### src/rtl/psum_accumulator.sv
// Accumulates the CIM macro's per-lane partial sums over a programmable number of
// input-channel tiles and presents each completed group through a one-entry valid/ready output.
module psum_accumulator #(
    parameter int LANES  = 8,
    parameter int PSUM_W = 14,
    parameter int ACC_W  = 18,
    parameter int CNT_W  = 4
) (
    input  logic                     clk,
    input  logic                     rst_n,
    input  logic                     clear,
    input  logic [CNT_W-1:0]         num_tiles,
    input  logic                     psum_valid,
    output logic                     psum_ready,
    input  logic [LANES*PSUM_W-1:0]  psum_in,
    output logic                     out_valid,
    input  logic                     out_ready,
    output logic [LANES*ACC_W-1:0]   acc_out,
    output logic [CNT_W-1:0]         tile_idx,
    output logic                     busy
);

    logic [ACC_W-1:0] r_acc     [LANES];
    logic [ACC_W-1:0] r_acc_out [LANES];
    logic [ACC_W-1:0] w_sum     [LANES];
    logic [CNT_W-1:0] r_tile_idx;
    logic [CNT_W-1:0] r_lim;
    logic [CNT_W-1:0] w_lim_eff;
    logic             r_out_valid;
    logic             w_ready;
    logic             w_accept;
    logic             w_first;
    logic             w_last;

    assign w_ready   = !r_out_valid || out_ready;
    assign w_accept  = psum_valid && w_ready;
    assign w_first   = (r_tile_idx == '0);
    // The group length is taken live on the first beat so a one-tile group completes immediately.
    assign w_lim_eff = w_first ? num_tiles : r_lim;
    assign w_last    = (r_tile_idx == w_lim_eff);

    genvar g;
    generate
        for (g = 0; g < LANES; g++) begin : g_lane
            logic [PSUM_W-1:0] w_psum;
            logic [ACC_W:0]    w_wide;

            assign w_psum   = psum_in[PSUM_W*g+PSUM_W-1 -: PSUM_W];
            assign w_wide   = {1'b0, r_acc[g]} + (ACC_W+1)'(w_psum);
            assign w_sum[g] = w_first ? ACC_W'(w_psum)
                            : (w_wide[ACC_W] ? {ACC_W{1'b1}} : w_wide[ACC_W-1:0]);
            assign acc_out[ACC_W*g+ACC_W-1 -: ACC_W] = r_acc_out[g];
        end
    endgenerate

    always_ff @(posedge clk or negedge rst_n) begin
        if (!rst_n) begin
            for (int i = 0; i < LANES; i++) begin
                r_acc[i]     <= '0;
                r_acc_out[i] <= '0;
            end
            r_tile_idx  <= '0;
            r_lim       <= '0;
            r_out_valid <= 1'b0;
        end else if (clear) begin
            for (int i = 0; i < LANES; i++) begin
                r_acc[i] <= '0;
            end
            r_tile_idx  <= '0;
            r_out_valid <= 1'b0;
        end else begin
            if (r_out_valid && out_ready) begin
                r_out_valid <= 1'b0;
            end
            if (w_accept) begin
                for (int i = 0; i < LANES; i++) begin
                    r_acc[i] <= w_sum[i];
                end
                if (w_first) begin
                    r_lim <= num_tiles;
                end
                if (w_last) begin
                    for (int i = 0; i < LANES; i++) begin
                        r_acc_out[i] <= w_sum[i];
                    end
                    r_out_valid <= 1'b1;
                    r_tile_idx  <= '0;
                end else begin
                    r_tile_idx <= r_tile_idx + 1'b1;
                end
            end
        end
    end

    assign psum_ready = w_ready;
    assign out_valid  = r_out_valid;
    assign tile_idx   = r_tile_idx;
    assign busy       = (r_tile_idx != '0);

endmodule

### config.mk
export PLATFORM = sky130hd
export DESIGN_NAME = psum_accumulator
export DESIGN_NICKNAME = d
export VERILOG_FILES = /design/src/rtl/psum_accumulator.sv
export SDC_FILE = /design/constraint.sdc
export NUM_CORES = 1
export LEC_CHECK = 0
export BUFFER_PORTS_ARGS = -buffer_cell sky130_fd_sc_hd__buf_2
export CORE_AREA = 5 5 186 188
export DETAILED_ROUTE_END_ITERATION = 10
export DIE_AREA = 0 0 191 193
export PLACE_DENSITY = 0.82
export SYNTH_ARGS = -nofsm -noshare
export SYNTH_HDL_FRONTEND = slang
export SYNTH_SLANG_ARGS = --single-unit
### constraint.sdc
create_clock -name clk -period 7.14 [get_ports clk]
set_clock_uncertainty 0.05 [all_clocks]
set_input_delay 0.714 -clock clk [delete_from_list [all_inputs] [get_ports clk]]
set_output_delay 0.714 -clock clk [all_outputs]
set_load 0.02 [all_outputs]
Yosys cells after proc, flatten, opt, wreduce, memory -nomap -nowiden:

Index checks and enable logic that the tools add are counted.

* bits in registers: 297
* input port bits: 121
* output and inout port bits: 151
* word-level logic and storage cells: 65

* $add $sub $neg: 9
* equality and inequality tests: 1
* multiplexer cells: 26
* bitwise gates (word level): 1
* reductions and logical operators: 9

Operator list (count)
* $mux 144: 2
* $mux 18: 16
* $add 18x14->19: 8
* $mux 4: 4
* $add 4x1->4 const B: 1
* $eq 4x4->1: 1
* $logic_not 4->1: 1
* $mux 1: 4
* $reduce_bool 4->1: 1
* $reduce_and 3->1: 1
* $logic_and 1x1->1: 2
* $reduce_and 2->1: 1
* $reduce_bool 2->1: 1
* $logic_not 1->1: 1
* $logic_or 1x1->1: 1
* $not 1->1: 1

Logic depth before layout (Yosys ltp):

Gate-level depths: netlist (run 1).

* word-level depth: 6
* mapped depth: 12
* mapped depth without buffers: 10

Worst setup path after synthesis (run 1):

No wires, ideal clock.

* kind: input port to flip-flop
* start point: input psum_in[70]
* end point: register r_acc_out (netlist bit acc_out[107])
* setup time: 0.095 ns
* arrival time: 2.863 ns
* required time: 6.995 ns
* slack: 4.132 ns
* stages: 11
* buffers on the path: 1
* cells stage by stage: ha_1 inv_1 fa_1 nand2b_1 a21o_1 a21bo_2 and3_1 or2_2 clkbuf_1 and3_1 o31ai_1

* cells in the longest elaborated chain, start to end: 3

Ends and longest elaborated chain
* start: declaration: RTL line 15 `input logic [LANES*PSUM_W-1:0] psum_in,`
* $add 18x14->19: RTL line 49 `assign w_wide = {1'b0, r_acc[g]} + (ACC_W+1)'(w_psum);`
* $mux 18: RTL line 51 `: (w_wide[ACC_W] ? {ACC_W{1'b1}} : w_wide[ACC_W-1:0]);`
* $mux 18: RTL line 50 `assign w_sum[g] = w_first ? ACC_W'(w_psum)`
* end signal: indexed assignment: RTL line 84 `r_acc_out[i] <= w_sum[i];`
* end: declaration: RTL line 24 `logic [ACC_W-1:0] r_acc_out [LANES];`

No other way between the ends.
A chain may end at the register's enable or synchronous reset.

Worst setup path after layout (run 1):

* start point: register r_tile_idx[1], in the netlist tile_idx[1]
* end point: register r_acc_out (netlist bit acc_out[143])

* cells in the longest elaborated chain, start to end: 4
* elaborated cells on any way between the ends: 5
* classes of those cells: eq/ne (1); mux (2); reduce/logical (2)

Ends and longest elaborated chain
* start: declaration: RTL line 26 `logic [CNT_W-1:0] r_tile_idx;`
* start signal: assignment: RTL line 89 `r_tile_idx <= r_tile_idx + 1'b1;`
* $logic_not 4->1: RTL line 37 `assign w_first = (r_tile_idx == '0);`
* $mux 4
* $eq 4x4->1: RTL line 40 `assign w_last = (r_tile_idx == w_lim_eff);`
* $reduce_and 3->1 (no source line)

Several ways; a longest one is shown, not always the timed one.

==> metrics.txt, run 1 <==
# TYPE chip_impl_metric gauge
chip_impl_info{name="result_of_the_run",value="finished clean"} 1
chip_impl_metric{name="critPathArrivalTime",unit="ps"} 4810
chip_impl_metric{name="io_buffers",unit=""} 271
chip_impl_metric{name="fp-row-count",unit=""} 67
chip_impl_metric{name="cts.clk_slew.worst_paths",unit="ps"} 60
chip_impl_metric{name="routed_wirelength",unit="mm"} 55.0
chip_impl_metric{name="starting_density",unit=""} 0.586
chip_impl_metric{name="timing.final.max_slew_violations",unit=""} 0
chip_impl_metric{name="first_global_vias",unit=""} 18000
chip_impl_metric{name="synth_top_cell_area_share",unit=""} 0.385
chip_impl_metric{name="synth.avg_cell_area",unit="um^2"} 8.93
chip_impl_metric{name="dp.final_hpwl",unit="mm"} 37.1
chip_impl_info{name="reg2reg_to",value="acc_out[143]"} 1
chip_impl_metric{name="maximum_number_of_pins_on_one_net_before_global_route_repair",unit=""} 172
chip_impl_metric{name="globalRouteOverflowTotal",unit=""} 0
chip_impl_metric{name="finish.utilization",unit=""} 0.673
chip_impl_info{name="nature_of_the_critical_path_startpoint",value="flip-flop"} 1
chip_impl_metric{name="post_synth_inst_count",unit=""} 2163
chip_impl_metric{name="core_region_area",unit="um^2"} 32900
chip_impl_metric{name="placed_area",unit="um^2"} 20900
chip_impl_metric{name="gpl.final_weighted_congestion",unit=""} 0.921
chip_impl_metric{name="fin_hold_ws",unit="ps"} 233
chip_impl_metric{name="clockBufferDepth",unit=""} 3
chip_impl_info{name="crit_path_end_kind",value="flip-flop"} 1
chip_impl_metric{name="post_synth_instance_area",unit="um^2"} 19300
chip_impl_info{name="clock-root-buffer",value="sky130_fd_sc_hd__clkbuf_16"} 1
chip_impl_info{name="final_common_cell",value="sky130_fd_sc_hd__dfrtp_1"} 1
chip_impl_metric{name="r2r_slack",unit="ps"} 2680
chip_impl_metric{name="total_vias_in_the_final_route",unit=""} 18100
chip_impl_metric{name="fin_ws",unit="ps"} 2680
chip_impl_info{name="setup_repair_after_global_routing_missed_its_margin",value="false"} 1
chip_impl_metric{name="setup_viol_count_final",unit=""} 0
chip_impl_metric{name="maxSlewHeadroom",unit=""} 0.180
chip_impl_metric{name="synth_enable_flop_cells",unit=""} 0
chip_impl_metric{name="postLayoutCellArea",unit="um^2"} 22200
chip_impl_metric{name="tns",unit="ps"} 0
chip_impl_metric{name="antenna_found_initial",unit=""} 6
chip_impl_metric{name="die_area",unit="um^2"} 36900
chip_impl_metric{name="numClockSinks",unit=""} 297
chip_impl_metric{name="worstPathRequired",unit="ps"} 7490
chip_impl_metric{name="routed_wire_length_per_instance",unit="um"} 19.3
chip_impl_metric{name="worst_r2r_path_depth",unit=""} 11
chip_impl_metric{name="maximum_clock_rate",unit="MHz"} 224
chip_impl_metric{name="cts_inserted_buffers",unit=""} 37
chip_impl_metric{name="ctsHtreeMaxLevel",unit=""} 2
chip_impl_metric{name="cts_hold_buffers",unit=""} 0
chip_impl_metric{name="number_of_distinct_standard_cells_referenced_by_the_synthesized_netlist",unit=""} 80
chip_impl_metric{name="postSynth.asyncResetShare",unit=""} 1.00
chip_impl_metric{name="die_w",unit="um"} 191
chip_impl_info{name="synthDominantAreaCellType",value="sky130_fd_sc_hd__dfrtp_1"} 1
chip_impl_metric{name="detailedRoute.firstIterationViolations",unit=""} 1388
chip_impl_metric{name="ir_worst_vdd",unit="mV"} 0.228
chip_impl_metric{name="worst_pin_slew",unit="ps"} 1230
chip_impl_metric{name="synthesis.yosys.warnings",unit=""} 0
chip_impl_metric{name="floorplan.die.height",unit="um"} 193
chip_impl_metric{name="drv_cap",unit=""} 0
chip_impl_info{name="critical_path.reg2reg.startpoint",value="tile_idx[1]"} 1
chip_impl_info{name="hp-class",value="in2async"} 1
chip_impl_metric{name="flow.area_growth_from_synthesis",unit="%"} 14.8
chip_impl_metric{name="crit_path_max_fanout",unit=""} 90
chip_impl_metric{name="pwr_density_cell",unit="nW/um^2"} 304
chip_impl_metric{name="combined_global_route_utilization_of_all_metal_layers",unit=""} 0.293
chip_impl_metric{name="insertion_delay",unit="ps"} 520
chip_impl_metric{name="drt_first_pass_iters",unit=""} 5
chip_impl_metric{name="postSynthNetCount",unit=""} 2406
chip_impl_metric{name="post_synthesis_sequential_area_ratio",unit=""} 0.385
chip_impl_metric{name="drt-vias-per-instance",unit=""} 6.36
chip_impl_metric{name="finalNetCount",unit=""} 2612
chip_impl_metric{name="share_of_the_clock_period_used_by_the_worst_path_after_layout",unit=""} 0.625
chip_impl_metric{name="pre_cts_ws",unit="ps"} 2790
chip_impl_info{name="layout_common_cells",value="sky130_fd_sc_hd__dfrtp_1 (297), sky130_fd_sc_hd__buf_2 (270), sky130_fd_sc_hd__nand2_1 (233), sky130_fd_sc_hd__nor2_1 (172), sky130_fd_sc_hd__o21ai_0 (143)"} 1
chip_impl_info{name="worst-setup-path-type",value="reg2reg"} 1
chip_impl_metric{name="power.static_leakage",unit="uW"} 0.0107
chip_impl_info{name="synthFlopType",value="sky130_fd_sc_hd__dfrtp_1"} 1
chip_impl_metric{name="cts_post_setup_buffers_inserted",unit=""} 0
chip_impl_metric{name="fin_hold_viols",unit=""} 0
chip_impl_metric{name="i_o_pins",unit=""} 272
chip_impl_info{name="tritoncts",value="yes"} 1
chip_impl_metric{name="period_needed",unit="ps"} 4460
chip_impl_metric{name="postCtsResizedCells",unit=""} 0
chip_impl_metric{name="drive_above_1_share",unit=""} 0.181
chip_impl_metric{name="grt_first_pass_wirelength",unit="mm"} 90.5
chip_impl_metric{name="yosys_register_bits",unit=""} 297
chip_impl_metric{name="drtAntennaViolNets",unit=""} 0
chip_impl_metric{name="drc",unit=""} 0
chip_impl_info{name="synth_top_cells_by_area",value="sky130_fd_sc_hd__dfrtp_1 (38%), sky130_fd_sc_hd__ha_1 (7.4%), sky130_fd_sc_hd__nand2_1 (4.6%)"} 1
[per-stage QoR]
stage | power, uW | std cells
floorplan | 4040 | 2163
global placement | 4770 | 2778
detailed placement | 4850 | 2778
CTS | 6770 | 2845
global route | 7160 | 2848
finish | 6750 | 2848
[layout make-up]
| type | instances | area (um^2) |
|---|---|---|
| Inverter | 57 | 219 |
| Sequential cell | 297 | 7430 |
| Timing Repair Buffer | 287 | 1500 |
| Fill cell | 2628 | 10800 |
| Tap cell | 448 | 561 |
| Multi-Input combinational cell | 1689 | 11200 |
| Clock buffer | 49 | 1010 |
| Clock inverter | 18 | 223 |
| Antenna cell | 3 | 7.51 |
[synthesized netlist by cell type (31+ instances only)]
library cell and instances:
sky130_fd_sc_hd__a31oi_1 56, sky130_fd_sc_hd__nand3_1 59, sky130_fd_sc_hd__nor3_1 43, sky130_fd_sc_hd__nand2_1 235, sky130_fd_sc_hd__inv_1 56, sky130_fd_sc_hd__dfrtp_1 297
sky130_fd_sc_hd__a22o_1 65, sky130_fd_sc_hd__nor2_1 173, sky130_fd_sc_hd__o31ai_1 63, sky130_fd_sc_hd__xnor2_1 38, sky130_fd_sc_hd__a211oi_1 37, sky130_fd_sc_hd__a21o_1 69
sky130_fd_sc_hd__a21oi_1 142, sky130_fd_sc_hd__xor2_1 31, sky130_fd_sc_hd__o21ai_0 144, sky130_fd_sc_hd__clkbuf_1 100, sky130_fd_sc_hd__ha_1 114, sky130_fd_sc_hd__mux2_2 49
[worst max-delay path by stage]
stage | from | end | slack [ps] | depth (start not counted)
2_1_floorplan | psum_in[70] | acc_out[107] | 4130 | 11
3_3_place_gp | out_ready | acc_out[87] | 2940 | 8
3_5_place_dp | tile_idx[1] | acc_out[143] | 2790 | 11
4_1_cts | tile_idx[1] | acc_out[143] | 2750 | 11
5_1_grt | tile_idx[1] | acc_out[141] | 2380 | 11
6_report | tile_idx[1] | acc_out[143] | 2680 | 11
[state kept, by name, summed over array words and instances, names as in the netlist]
register / flops
tile_idx: 4
out_valid: 1
r_lim: 4
r_acc: 144
acc_out: 144
[worst max-delay path: stages (launching register included)]
cell and delay (ps):
sky130_fd_sc_hd__dfrtp_1 430, sky130_fd_sc_hd__inv_1 130, sky130_fd_sc_hd__ha_1 240, sky130_fd_sc_hd__nor3b_4 300, sky130_fd_sc_hd__buf_4 740, sky130_fd_sc_hd__nand2_1 100, sky130_fd_sc_hd__and3_1 240, sky130_fd_sc_hd__nor3_2 460
sky130_fd_sc_hd__nand2_4 630, sky130_fd_sc_hd__buf_4 570, sky130_fd_sc_hd__a22oi_1 270, sky130_fd_sc_hd__nand3_1 100
[per-layer routing]
layer / share of wire / wire (um) / GRT usage
met2: 0.47 / 26100 / 0.490
met4: 0.030 / 1670 / 0.100
met1: 0.42 / 23200 / 0.385
met3: 0.073 / 4040 / 0.0596
met5: 0.00071 / 39 / 0
[kinds of logic after synthesis]
| group | synth area share |
|---|---|
| xor gates and xnor gates | 0.0313 |
| adders and majority gates | 0.0821 |
| DFF | 0.385 |
| and+or+nand+nor | 0.156 |
| buffers and inverters | 0.0361 |
| muxes | 0.0332 |
| AOI/OAI and AO/OA | 0.276 |
[where the power goes]
group / switching [uW] / internal [uW] / leakage (uW)
clock: 743 / 1150 / 0.000609
combinational: 1580 / 946 / 0.00620
sequential: 250 / 2080 / 0.00389
total: 2570 / 4180 / 0.0107
No activity file was read; power rests on OpenSTA's default activity.
==> run 2, diff against run 1 <==
- CORE_AREA: 5 5 186 188 -> 5 5 197 199
- DIE_AREA: 0 0 191 193 -> 0 0 202 204
- PLACE_DENSITY: 0.82 -> 0.77
- clock period: 7.14 -> 4 ns (I/O delays scaled with it)
==> metrics.txt, run 2 (synthesized netlist as in run 1, its figures left out) <==
# TYPE chip_impl_metric gauge
chip_impl_metric{name="dp.final_hpwl",unit="mm"} 39.3
chip_impl_metric{name="insertion_delay",unit="ps"} 550
chip_impl_info{name="worst-setup-path-type",value="reg2reg"} 1
chip_impl_metric{name="drt-vias-per-instance",unit=""} 6.22
chip_impl_metric{name="crit_path_max_incr_delay",unit="ps"} 740
chip_impl_metric{name="routed_wirelength",unit="mm"} 56.3
chip_impl_metric{name="maxSlewHeadroom",unit=""} 0.333
chip_impl_info{name="setup_repair_after_global_routing_missed_its_margin",value="false"} 1
chip_impl_metric{name="detailedRoute.firstIterationViolations",unit=""} 1400
chip_impl_metric{name="pwr_density_cell",unit="nW/um^2"} 534
chip_impl_metric{name="drv_cap",unit=""} 0
chip_impl_metric{name="total_vias_in_the_final_route",unit=""} 17900
chip_impl_metric{name="int_pwr",unit="uW"} 7320
chip_impl_metric{name="flow.area_growth_from_synthesis",unit="%"} 15.3
chip_impl_metric{name="met1Wirelength",unit="mm"} 24.6
chip_impl_metric{name="maximum_clock_rate",unit="MHz"} 302
chip_impl_metric{name="finalNetCount",unit=""} 2629
chip_impl_info{name="crit_path_end_kind",value="flip-flop"} 1
chip_impl_metric{name="share_of_the_clock_period_used_by_the_worst_path_after_layout",unit=""} 0.827
chip_impl_metric{name="drive_above_1_share",unit=""} 0.185
chip_impl_metric{name="period_needed",unit="ps"} 3310
chip_impl_metric{name="fp-row-count",unit=""} 71
chip_impl_metric{name="fin_hold_viols",unit=""} 0
chip_impl_metric{name="pwr-share-comb",unit=""} 0.381
chip_impl_metric{name="starting_density",unit=""} 0.522
chip_impl_metric{name="crit_path_max_fanout",unit=""} 33
chip_impl_metric{name="critPathArrivalTime",unit="ps"} 3680
chip_impl_info{name="worst_path_max_delay_cell",value="sky130_fd_sc_hd__a21oi_1"} 1
chip_impl_metric{name="power_switching_share",unit=""} 0.384
chip_impl_metric{name="power_switching",unit="uW"} 4570
chip_impl_info{name="critPathTopFamily",value="compound AO/OA/AOI/OAI gates"} 1
chip_impl_info{name="crit_path_cell_trace",value="inv_1 -> ha_1 -> inv_1 -> a2111oi_0 -> o21ai_0 -> a21oi_1 -> nand2_4 -> buf_4 -> a22oi_1 -> nand3_1"} 1
chip_impl_info{name="nature_of_the_critical_path_startpoint",value="flip-flop"} 1
chip_impl_metric{name="timing.final.max_slew_violations",unit=""} 0
chip_impl_info{name="worst_path_most_repeated_cell",value="sky130_fd_sc_hd__inv_1"} 1
chip_impl_metric{name="cp.buffers_inverters",unit=""} 3
chip_impl_metric{name="maximum_number_of_pins_on_one_net_before_global_route_repair",unit=""} 93
chip_impl_metric{name="first_global_vias",unit=""} 17900
chip_impl_metric{name="die_w",unit="um"} 202
chip_impl_info{name="result_of_the_run",value="finished clean"} 1
chip_impl_metric{name="core_region_area",unit="um^2"} 37000
chip_impl_metric{name="postCtsResizedCells",unit=""} 0
chip_impl_info{name="tritoncts",value="yes"} 1
chip_impl_metric{name="gpl.final_weighted_congestion",unit=""} 0.935
chip_impl_metric{name="power.static_leakage",unit="uW"} 0.0107
chip_impl_metric{name="ir_worst_vdd",unit="mV"} 0.449
chip_impl_metric{name="cts.clk_slew.worst_paths",unit="ps"} 60
chip_impl_metric{name="numClockSinks",unit=""} 297
chip_impl_info{name="final_common_cell",value="sky130_fd_sc_hd__dfrtp_1"} 1
chip_impl_metric{name="floorplan.die.height",unit="um"} 204
chip_impl_metric{name="cts_inserted_buffers",unit=""} 36
chip_impl_metric{name="globalRouteOverflowTotal",unit=""} 0
chip_impl_metric{name="wl_met2",unit="mm"} 25.7
chip_impl_info{name="hp-class",value="in2reg"} 1
chip_impl_metric{name="clockBufferDepth",unit=""} 3
chip_impl_info{name="top_layer",value="met5"} 1
chip_impl_metric{name="met3_routed_length",unit="mm"} 3.92
chip_impl_metric{name="io_buffers",unit=""} 271
chip_impl_metric{name="clkPwrFrac",unit=""} 0.271
chip_impl_metric{name="worstPathRequired",unit="ps"} 4380
chip_impl_metric{name="power_frac_seq",unit=""} 0.348
chip_impl_metric{name="finish.utilization",unit=""} 0.601
chip_impl_metric{name="grt_first_pass_wirelength",unit="mm"} 92.1
chip_impl_metric{name="antenna_found_initial",unit=""} 5
chip_impl_metric{name="routed_wire_length_per_instance",unit="um"} 19.5
chip_impl_metric{name="die_area",unit="um^2"} 41200
chip_impl_info{name="layout_common_cells",value="sky130_fd_sc_hd__dfrtp_1 (297), sky130_fd_sc_hd__buf_2 (270), sky130_fd_sc_hd__nand2_1 (233), sky130_fd_sc_hd__nor2_1 (172), sky130_fd_sc_hd__o21ai_0 (143)"} 1
chip_impl_metric{name="tns",unit="ps"} 0
chip_impl_metric{name="drc",unit=""} 0
chip_impl_metric{name="drt_first_pass_iters",unit=""} 5
chip_impl_metric{name="worst_pin_slew",unit="ps"} 1000
chip_impl_metric{name="combined_global_route_utilization_of_all_metal_layers",unit=""} 0.268
chip_impl_info{name="clock-root-buffer",value="sky130_fd_sc_hd__clkbuf_16"} 1
chip_impl_metric{name="ctsHtreeMaxLevel",unit=""} 2
chip_impl_metric{name="setup_viol_count_final",unit=""} 0
chip_impl_metric{name="i_o_pins",unit=""} 272
chip_impl_metric{name="drtAntennaViolNets",unit=""} 0
-- run 2: area by class of cell --
cell class	count	area (um^2)
multi-input cells	1689	11200
fillers	3196	14800
repair buffers	305	1670
clock buffers	45	966
flip-flops and latches	297	7430
inverters	57	219
clock inverters	13	155
diodes	3	7.51
well taps	474	593
-- run 2: path summary, 6_finish.rpt --
kind,start,endpoint,slack (ps),cells past startpoint
max in group asynchronous,rst_n,acc_out[75],2540,3
worst min-delay path,clear,out_valid,50,2
worst max-delay path,tile_idx[0],acc_out[105],690,10
worst min register to register,acc_out[58],acc_out[58],420,2
min in group asynchronous,rst_n,acc_out[116],440,2
worst max register to register,tile_idx[0],acc_out[105],690,10
-- run 2: repair_timing --
| item | 4_1_cts | 5_1_grt |
|---|---|---|
| hold endpoints to repair | 88 | 0 |
| buffers inserted | 0 | 0 |
| hold buffers | 1 | 0 |
-- run 2: layer usage --
layer  GRT usage  vias to the layer above
met2       0.427                      639
met5           0                        -
met3      0.0463                      136
met1       0.364                     8692
li1            -                     8450
met4       0.114                        2
-- run 2: stage by stage --
step | power (uW) | hold WS [ps] | std cells | setup slack (ps) | area [um^2]
2_1_floorplan | 7210 | 54.4 | 2163 | 1190 | 19300
3_3_place_gp | 8570 | 400 | 2821 | 619 | 21100
3_5_place_dp | 8680 | 408 | 2821 | 704 | 21100
4_1_cts | 11900 | 23.0 | 2880 | 694 | 22300
5_1_grt | 12600 | 38.4 | 2883 | 408 | 22300
6_report | 11900 | 46.1 | 2883 | 693 | 22300
-- run 2: power groups by stage --
stage	registers (uW)	logic (uW)	clock network [uW]
after floorplan	4790	2430	0
after global placement	4150	4420	0
after global routing	4220	4970	3410
final	4130	4530	3230
after CTS	4130	4530	3280
after detailed placement	4170	4510	0
==> run 3, diff against run 2 <==
- clock period: 4 -> 2.6 ns (I/O delays scaled with it)
==> metrics.txt, run 3 (synthesized netlist as in run 1, its figures left out) <==
# TYPE chip_impl_metric gauge
chip_impl_metric{name="antenna_found_initial",unit=""} 3
chip_impl_metric{name="antenna_cells_inserted",unit=""} 0
chip_impl_info{name="reg2reg_to",value="acc_out[129]"} 1
chip_impl_metric{name="fin_hold_viols",unit=""} 0
chip_impl_metric{name="gpl.final_weighted_congestion",unit=""} 0.940
chip_impl_metric{name="maximum_number_of_pins_on_one_net_before_global_route_repair",unit=""} 92
chip_impl_info{name="result_of_the_run",value="finished, violations left"} 1
chip_impl_metric{name="cts.clk_slew.worst_paths",unit="ps"} 60
chip_impl_metric{name="detailedRoute.firstIterationViolations",unit=""} 1383
chip_impl_metric{name="drt_first_pass_iters",unit=""} 5
chip_impl_metric{name="first_global_vias",unit=""} 18800
chip_impl_info{name="setup_repair_after_global_routing_missed_its_margin",value="true"} 1
chip_impl_metric{name="globalRouteOverflowTotal",unit=""} 0
chip_impl_metric{name="timing.final.max_slew_violations",unit=""} 0
chip_impl_info{name="hp-class",value="in2reg"} 1
chip_impl_metric{name="flow.area_growth_from_synthesis",unit="%"} 30.9
chip_impl_metric{name="maxSlewHeadroom",unit=""} 0.512
chip_impl_info{name="tritoncts",value="yes"} 1
chip_impl_metric{name="crit_path_max_incr_delay",unit="ps"} 390
chip_impl_metric{name="cp.buffers_inverters",unit=""} 1
chip_impl_metric{name="fp-row-count",unit=""} 71
chip_impl_metric{name="final.fill_count",unit=""} 2851
chip_impl_info{name="nature_of_the_critical_path_startpoint",value="flip-flop"} 1
chip_impl_metric{name="tns",unit="ps"} -288
chip_impl_info{name="failed_checks",value="setup timing"} 1
chip_impl_metric{name="power.static_leakage",unit="uW"} 0.0121
chip_impl_info{name="layout_common_cells",value="sky130_fd_sc_hd__dfrtp_1 (295), sky130_fd_sc_hd__buf_2 (273), sky130_fd_sc_hd__nand2_1 (229), sky130_fd_sc_hd__nor2_1 (170), sky130_fd_sc_hd__buf_4 (161)"} 1
chip_impl_metric{name="period_needed",unit="ps"} 2630
chip_impl_metric{name="routed_wirelength",unit="mm"} 63.0
chip_impl_info{name="crit_path_cell_trace",value="ha_1 -> a21o_1 -> a21oi_1 -> nand4_1 -> and3_4 -> nor2_4 -> buf_2 -> a31oi_1 -> mux2_4"} 1
chip_impl_metric{name="r2r_slack",unit="ps"} -30
chip_impl_metric{name="die_w",unit="um"} 202
chip_impl_metric{name="numClockSinks",unit=""} 297
chip_impl_metric{name="clockBufferDepth",unit=""} 3
chip_impl_metric{name="share_of_the_clock_period_used_by_the_worst_path_after_layout",unit=""} 1.01
chip_impl_metric{name="fin_ws",unit="ps"} -25.1
chip_impl_metric{name="dp.final_hpwl",unit="mm"} 42.1
chip_impl_metric{name="maximum_clock_rate",unit="MHz"} 381
chip_impl_metric{name="io_buffers",unit=""} 271
chip_impl_metric{name="drc",unit=""} 0
chip_impl_metric{name="insertion_delay",unit="ps"} 560
chip_impl_metric{name="worstPathRequired",unit="ps"} 2980
chip_impl_info{name="clock-root-buffer",value="sky130_fd_sc_hd__clkbuf_16"} 1
chip_impl_metric{name="critPathArrivalTime",unit="ps"} 3000
chip_impl_metric{name="floorplan.die.height",unit="um"} 204
chip_impl_metric{name="post_layout_nonfiller_instances",unit=""} 3084
chip_impl_metric{name="pwr_density_cell",unit="nW/um^2"} 796
chip_impl_metric{name="starting_density",unit=""} 0.522
chip_impl_metric{name="ir_worst_vdd",unit="mV"} 0.723
chip_impl_metric{name="finalNetCount",unit=""} 2824
chip_impl_metric{name="worst_pin_slew",unit="ps"} 730
chip_impl_metric{name="routed_wire_length_per_instance",unit="um"} 20.4
chip_impl_info{name="worst-setup-path-type",value="reg2reg"} 1
chip_impl_info{name="hold_end",value="acc_out[60]"} 1
chip_impl_metric{name="cts_inserted_buffers",unit=""} 37
chip_impl_metric{name="timing.hold.worst_path_depth",unit=""} 3
chip_impl_metric{name="worst_path_depth",unit=""} 9
chip_impl_metric{name="drt-vias-per-instance",unit=""} 6.23
chip_impl_metric{name="dpl.cell_count",unit=""} 2955
chip_impl_info{name="min-delay-start",value="psum_in[48]"} 1
chip_impl_metric{name="drtAntennaViolNets",unit=""} 0
chip_impl_metric{name="setup_viol_count_final",unit=""} 22
chip_impl_metric{name="core_region_area",unit="um^2"} 37000
chip_impl_metric{name="total_vias_in_the_final_route",unit=""} 19200
chip_impl_metric{name="grt_first_pass_wirelength",unit="mm"} 97.4
chip_impl_metric{name="design_power_total",unit="uW"} 20100
chip_impl_metric{name="ctsHtreeMaxLevel",unit=""} 2
chip_impl_info{name="crit_path_end_kind",value="flip-flop"} 1
chip_impl_metric{name="drv_cap",unit=""} 0
chip_impl_info{name="critPathTopFamily",value="simple AND/OR/NAND/NOR gates"} 1
chip_impl_metric{name="die_area",unit="um^2"} 41200
chip_impl_metric{name="crit_path_max_fanout",unit=""} 5
chip_impl_metric{name="drive_above_1_share",unit=""} 0.293
chip_impl_metric{name="i_o_pins",unit=""} 272
chip_impl_metric{name="combined_global_route_utilization_of_all_metal_layers",unit=""} 0.285
chip_impl_info{name="critical_path.reg2reg.startpoint",value="r_acc[7]"} 1
chip_impl_info{name="final_common_cell",value="sky130_fd_sc_hd__dfrtp_1"} 1
chip_impl_info{name="worst_path_max_delay_cell",value="sky130_fd_sc_hd__dfrtp_1"} 1
chip_impl_metric{name="worst_r2r_path_depth",unit=""} 9
run 3: changes by cell type in the layout (fill, tap and decap cells not counted), sizes merged:
cell	before	now
bufinv	3	4
inv	59	58
bufbuf	0	1
clkbuf	45	58
diode	3	0
clkinvlp	3	2
a31o	11	12
buf	304	479
dlygate4sd3	1	16
run 3: what timing repair did:
action,4_1_cts,5_1_grt
pin swaps,7,55
cloned,4,8
resized for setup,53,183
setup buffers,12,23
endpoints found under the setup margin,143,234
hold endpoints to repair,63,0
hold buffers,16,0
run 3: worst max-delay path by stage:
stage	startpoint	to
5_1_grt	r_acc[126]	r_acc[143]
3_3_place_gp	psum_in[56]	r_acc[66]
4_1_cts	r_acc[54]	acc_out[82]
6_report	r_acc[7]	acc_out[129]
2_1_floorplan	tile_idx[1]	acc_out[10]
3_5_place_dp	psum_in[56]	r_acc[66]
run 3: stage by stage:
stage	cell area, um^2	setup slack [ps]	util	hold WS [ps]
floorplan	19300	1.98	-	-85.6
global placement	22300	-82.5	0.602	192
detailed placement	22300	-154	0.602	195
CTS	24200	-36.0	0.654	2.39
global route	25300	-124	0.683	28.9
finish	25300	-25.1	0.683	26.7
run 3: per-layer routing:
layer | share of wire | up-vias | track usage
met5 | 0.00073 | - | 0
met4 | 0.040 | 6 | 0.126
met3 | 0.064 | 165 | 0.0462
met2 | 0.48 | 739 | 0.469
met1 | 0.42 | 9430 | 0.374
li1 | - | 8874 | -
run 3: final cells by class:
type                            instances  area [um^2]  area share
Clock buffer                           56         1140      0.0451
Tap cell                              474          593      0.0234
Inverter                               57          219     0.00866
Multi-Input combinational cell       1690        12200       0.482
Sequential cell                       297         7430       0.294
Clock inverter                         12          173     0.00683
Timing Repair Buffer                  498         3550       0.140
run 3: power by group:
part	total [uW]	internal, uW	switching, uW
registers	6430	5720	711
logic	8180	3380	4800
clock network	5520	3430	2090
total	20100	12500	7600
run 3: worst reg2reg max path: stages (launching register included):
cell                      delay (ps)
sky130_fd_sc_hd__dfrtp_1         390
sky130_fd_sc_hd__ha_1            330
sky130_fd_sc_hd__a21o_1          180
sky130_fd_sc_hd__a21oi_1         220
sky130_fd_sc_hd__nand4_1         280
sky130_fd_sc_hd__and3_4          300
sky130_fd_sc_hd__nor2_4          140
sky130_fd_sc_hd__buf_2           210
sky130_fd_sc_hd__a31oi_1         120
sky130_fd_sc_hd__mux2_4          300
